[src/rtl/bs_pkg.sv]
// Shared definitions for the digit-serial arithmetic blocks: mode encodings,
// default geometry and a counter-width helper.
package bs_pkg;

    typedef enum logic {
        MODE_ADD = 1'b0,
        MODE_SUB = 1'b1
    } mode_e;

    localparam int DEF_DW   = 1;
    localparam int DEF_NDIG = 16;

    // A one-digit word still needs a one-bit counter so the port widths stay legal.
    function automatic int cnt_width(input int ndig);
        return (ndig > 1) ? $clog2(ndig) : 1;
    endfunction

endpackage

[src/rtl/dsadd_digit.sv]
// Combinational single-digit adder/subtractor: subtraction adds the inverted B
// digit, with the word's initial +1 supplied through cin.
module dsadd_digit
    import bs_pkg::*;
#(
    parameter int DW = DEF_DW
) (
    input  logic [DW-1:0] a,
    input  logic [DW-1:0] b,
    input  mode_e         mode,
    input  logic          cin,
    output logic [DW-1:0] s,
    output logic          c,
    output logic          c_msb_in
);

    logic [DW-1:0] b_eff;

    assign b_eff = (mode == MODE_SUB) ? ~b : b;
    assign {c, s} = {1'b0, a} + {1'b0, b_eff} + {{DW{1'b0}}, cin};

    // The carry into the top bit falls out of that bit's sum without a second adder.
    assign c_msb_in = s[DW-1] ^ a[DW-1] ^ b_eff[DW-1];

endmodule

[src/rtl/dsaddsub.sv]
// Digit-serial two's-complement adder/subtractor: words arrive LSB digit first,
// framed by isync, and the word-level carry/borrow and overflow are reported at the end.
module dsaddsub
    import bs_pkg::*;
#(
    parameter int DW   = DEF_DW,
    parameter int NDIG = DEF_NDIG
) (
    input  logic          clk,
    input  logic          reset,
    input  logic [DW-1:0] a,
    input  logic [DW-1:0] b,
    input  logic          sub,
    input  logic          isync,
    output logic [DW-1:0] q,
    output logic          osync,
    output logic          cout,
    output logic          ovf,
    output logic          ovalid,
    output logic          ferr
);

    localparam int            CW    = cnt_width(NDIG);
    localparam logic [CW-1:0] LAST  = CW'(NDIG - 1);
    localparam logic [CW-1:0] FIRST = (NDIG == 1) ? '0 : CW'(1);

    mode_e         mode;
    logic          carry;
    logic [CW-1:0] count;
    logic          active;

    mode_e         mode_eff;
    logic          cin;
    logic [DW-1:0] s;
    logic          c;
    logic          c_msb_in;
    logic          final_digit;

    // The isync digit takes its mode and carry-in straight from the inputs so a
    // new word needs no bubble after the previous one.
    assign mode_eff    = isync ? mode_e'(sub) : mode;
    assign cin         = isync ? sub : carry;
    assign final_digit = isync ? (NDIG == 1) : (active && (count == LAST));

    dsadd_digit #(
        .DW(DW)
    ) u_digit (
        .a        (a),
        .b        (b),
        .mode     (mode_eff),
        .cin      (cin),
        .s        (s),
        .c        (c),
        .c_msb_in (c_msb_in)
    );

    always_ff @(posedge clk) begin
        if (reset) begin
            q      <= '0;
            osync  <= 1'b0;
            cout   <= 1'b0;
            ovf    <= 1'b0;
            ovalid <= 1'b0;
            ferr   <= 1'b0;
            carry  <= 1'b0;
            mode   <= MODE_ADD;
            count  <= '0;
            active <= 1'b0;
        end else begin
            q      <= s;
            carry  <= c;
            osync  <= isync;
            ovalid <= final_digit;
            // An isync while a word is still open aborts it; that word never reports.
            ferr   <= isync && active;
            if (isync) begin
                mode <= mode_e'(sub);
            end
            if (final_digit) begin
                cout   <= c ^ (mode_eff == MODE_SUB);
                ovf    <= c_msb_in ^ c;
                active <= 1'b0;
                count  <= '0;
            end else if (isync) begin
                count  <= FIRST;
                active <= 1'b1;
            end else if (active) begin
                count  <= count + CW'(1);
            end
        end
    end

endmodule

[config.mk]
export PLATFORM = sky130hd
export DESIGN_NAME = dsaddsub
export DESIGN_NICKNAME = d
export VERILOG_FILES = /design/src/rtl/bs_pkg.sv /design/src/rtl/dsadd_digit.sv /design/src/rtl/dsaddsub.sv
export SDC_FILE = /design/constraint.sdc
export NUM_CORES = 1
export LEC_CHECK = 0
export ABC_AREA = 1
export CAP_MARGIN = 30
export CORE_UTILIZATION = 42
export DETAILED_ROUTE_END_ITERATION = 8
export PLACE_DENSITY = 0.74
export SYNTH_ARGS = -nofsm -noshare
export SYNTH_HDL_FRONTEND = slang
export SYNTH_SLANG_ARGS = --single-unit
[constraint.sdc]
create_clock -name clk -period 1.4 [get_ports clk]
set_clock_uncertainty 0.15 [all_clocks]
set_input_delay 0.21 -clock clk [delete_from_list [all_inputs] [get_ports clk]]
set_output_delay 0.21 -clock clk [all_outputs]
set_load 0.02 [all_outputs]
==> results.toml <==
[sta]
worst_slack_ns = -0.148
finalSetupViolCount = 3
fin_crit_sh_pct = 111
slew-limit-headroom_pct = 84.2
finalHoldViolations = 0
fmax_ghz = 0.646
hold_slack_ns = 0.286
rsz0062_at_grt = "yes"
worstMarginPinSlew_ns = 0.236
min_period_ns = 1.55
final_max_slew_viol_count = 0

[setup_path]
crit_required_ns = 1.47
path_class = "in2reg"
cp.arrival_ns = 1.61
r2r_slack_ns = -0.12
startpoint_type = "primary input"
cp-end-kind = "register"
path_max_fanout = 4

[cells_and_area]
utilization_pct = 69.1
diodes = 0
drive_above_1_share_pct = 36.5
postLayoutCellArea_um2 = 900
nNetsFinal = 114
final_cells = 119
area_delta_synth_final_pct = 51.7

[drt]
drt-initial-drc-count = 14
wirelength_um = 1430
ant_nets = 0
wl_per_cell_um = 12.0
drt_first_pass_iters = 4
dr_total_vias = 575
drc_errors = 0
via_per_inst = 4.83

[power_and_ir_drop]
powerDensity_nw_per_um2 = 899
ir_drop_v = 0.000496
leakagePower_uw = 0.000463

[die]
dieArea_um2 = 1570
rows = 13
fp.dieH_um = 39.6
start_util_pct = 45.6
io_pins = 12
core_um2 = 1300
die_w_um = 39.6

[outcome]
violations = "negative setup slack"
status = "complete, but fails checks"

[global_route]
grt_max_degree = 8
grt_usage_pct = 20.1
grt_pass1_wl_um = 2020
grt.overflow.total = 0
antenna_found_initial = 0
grt_pass1_vias = 504

[logic_synthesis]
synth_cell_types = 18
synth_seq_cells = 13
syn_area_um2 = 593
synth_top_area_share_pct = 43.9
yosysSeqAreaShare_pct = 43.9
synthTopCellsByArea = "dfxtp_1, nand2_1, inv_1, nor2_1, ha_1"
syn_nets = 85
synthesis.instances = 76
ys.warnings.count = 0
synth_area_per_cell_um2 = 7.80
synth_top_area_cell = "dfxtp_1"

[placed_design]
dp_hpwl_um = 886
placed_cell_area_um2 = 766
numPortBuffers = 11
place_congestion = 0.767
numPlacedInstances = 107

[clock_tree]
cts_buffer_depth = 2
cts-buffers-inserted = 3
cts_tree = "yes"
cts_max_level = 1
clock-sinks = 13
path_clk_slew_ns = 0.08
insertion_delay_ns = 0.28
ctsHoldBuffers = 0
root_buffer = "clkbuf_4"

[run]
maxCapViolations = 0

[min_path]
hold_class = "in2reg"
==> timing repair <==
item                       in CTS  in global routing
setup endpoints to repair      10                  4
buffers inserted                3                  5
resized for setup              13                  8
pin swaps                       9                  9
==> power by group <==
group | total, µW | internal [µW] | switching [µW]
registers | 399 | 387 | 12.0
clock network | 238 | 110 | 128
logic | 172 | 82.9 | 88.6
==> registers in the layout, summed over array words and instances, names as in the netlist <==
signal / flops
active: 1
ferr: 1
ovalid: 1
count: 4
osync: 1
cout: 1
q: 1
carry: 1
mode: 1
ovf: 1
==> cells in the mapped netlist, drive strengths merged <==
library cell and instances:
nand2 23, ha 2, mux2i 1, dfxtp 13, inv 11, xnor2 1, nand3 6, o21bai 1
fa 1, a21oi 3, nor2 11, nand4 1, nor3 2
==> routing by layer <==
layer  vias to the layer above  track usage [%]  share of wire [%]  routed length (µm)
li1                        292                -                  -                   -
met1                       261             22.8                 42                 597
met2                        18             34.4                 52                 736
met3                         4             3.41                5.1                  73
met4                         0             12.1                1.4                  20
met5                         -                0                  0                   0
==> final cells by class <==
type	count	area, µm²
Fill cell	109	402
Tap cell	15	18.8
Inverter	11	41.3
Timing Repair Buffer	24	198
Clock buffer	4	26.3
Sequential cell	13	263
Multi-Input combinational cell	52	353
==> critical path, stage by stage <==
cell,delay [ns]
dlygate4sd2_1,0.28
nand2_2,0.10
buf_4,0.13
nand2_4,0.06
xnor2_2,0.13
fa_2,0.37
inv_2,0.09
nand3_2,0.06
nand2_1,0.06
nand2_1,0.05
nand2_1,0.07
==> kinds of logic after synthesis <==
logic type,Yosys count,synth area share (%)
AOI/OAI and AO/OA,4,3.80
xor gates and xnor gates,1,1.48
adders and majority gates,3,7.59
buffers and inverters,11,6.96
DFF,13,43.9
muxes,1,1.69
and+or+nand+nor,43,34.6
==> worst paths after layout <==
| path | start | to | cells after the start |
|---|---|---|---|
| max | isync | cout | 11 |
| min | isync | count[0] | 3 |
| max reg2reg | mode | cout | 9 |
| min reg2reg | cout | cout | 2 |
==> per-stage QoR <==
stage | setup TNS [ns] | worst slack (ns) | total power, µW
finish | -0.290 | -0.148 | 809
global placement | -2.76 | -0.569 | 535
global route | -0.372 | -0.191 | 858
detailed placement | -3.03 | -0.595 | 539
floorplan | -0.0204 | -0.0112 | 482
CTS | -0.344 | -0.170 | 781
==> placed cells by master, fill, tap and decap left out, drive strengths merged, types with 3 or more instances in the layout <==
| cell type | Yosys | final |
|---|---|---|
| clkdlybuf4s50 | 0 | 3 |
| clkbuf | 0 | 4 |
| nand2 | 23 | 23 |
| a21oi | 3 | 3 |
| inv | 11 | 11 |
| dlygate4sd2 | 0 | 8 |
| buf | 0 | 13 |
| nor2 | 11 | 11 |
| dfxtp | 13 | 13 |
| nand3 | 6 | 6 |
(Power assumes the default switching activity.)
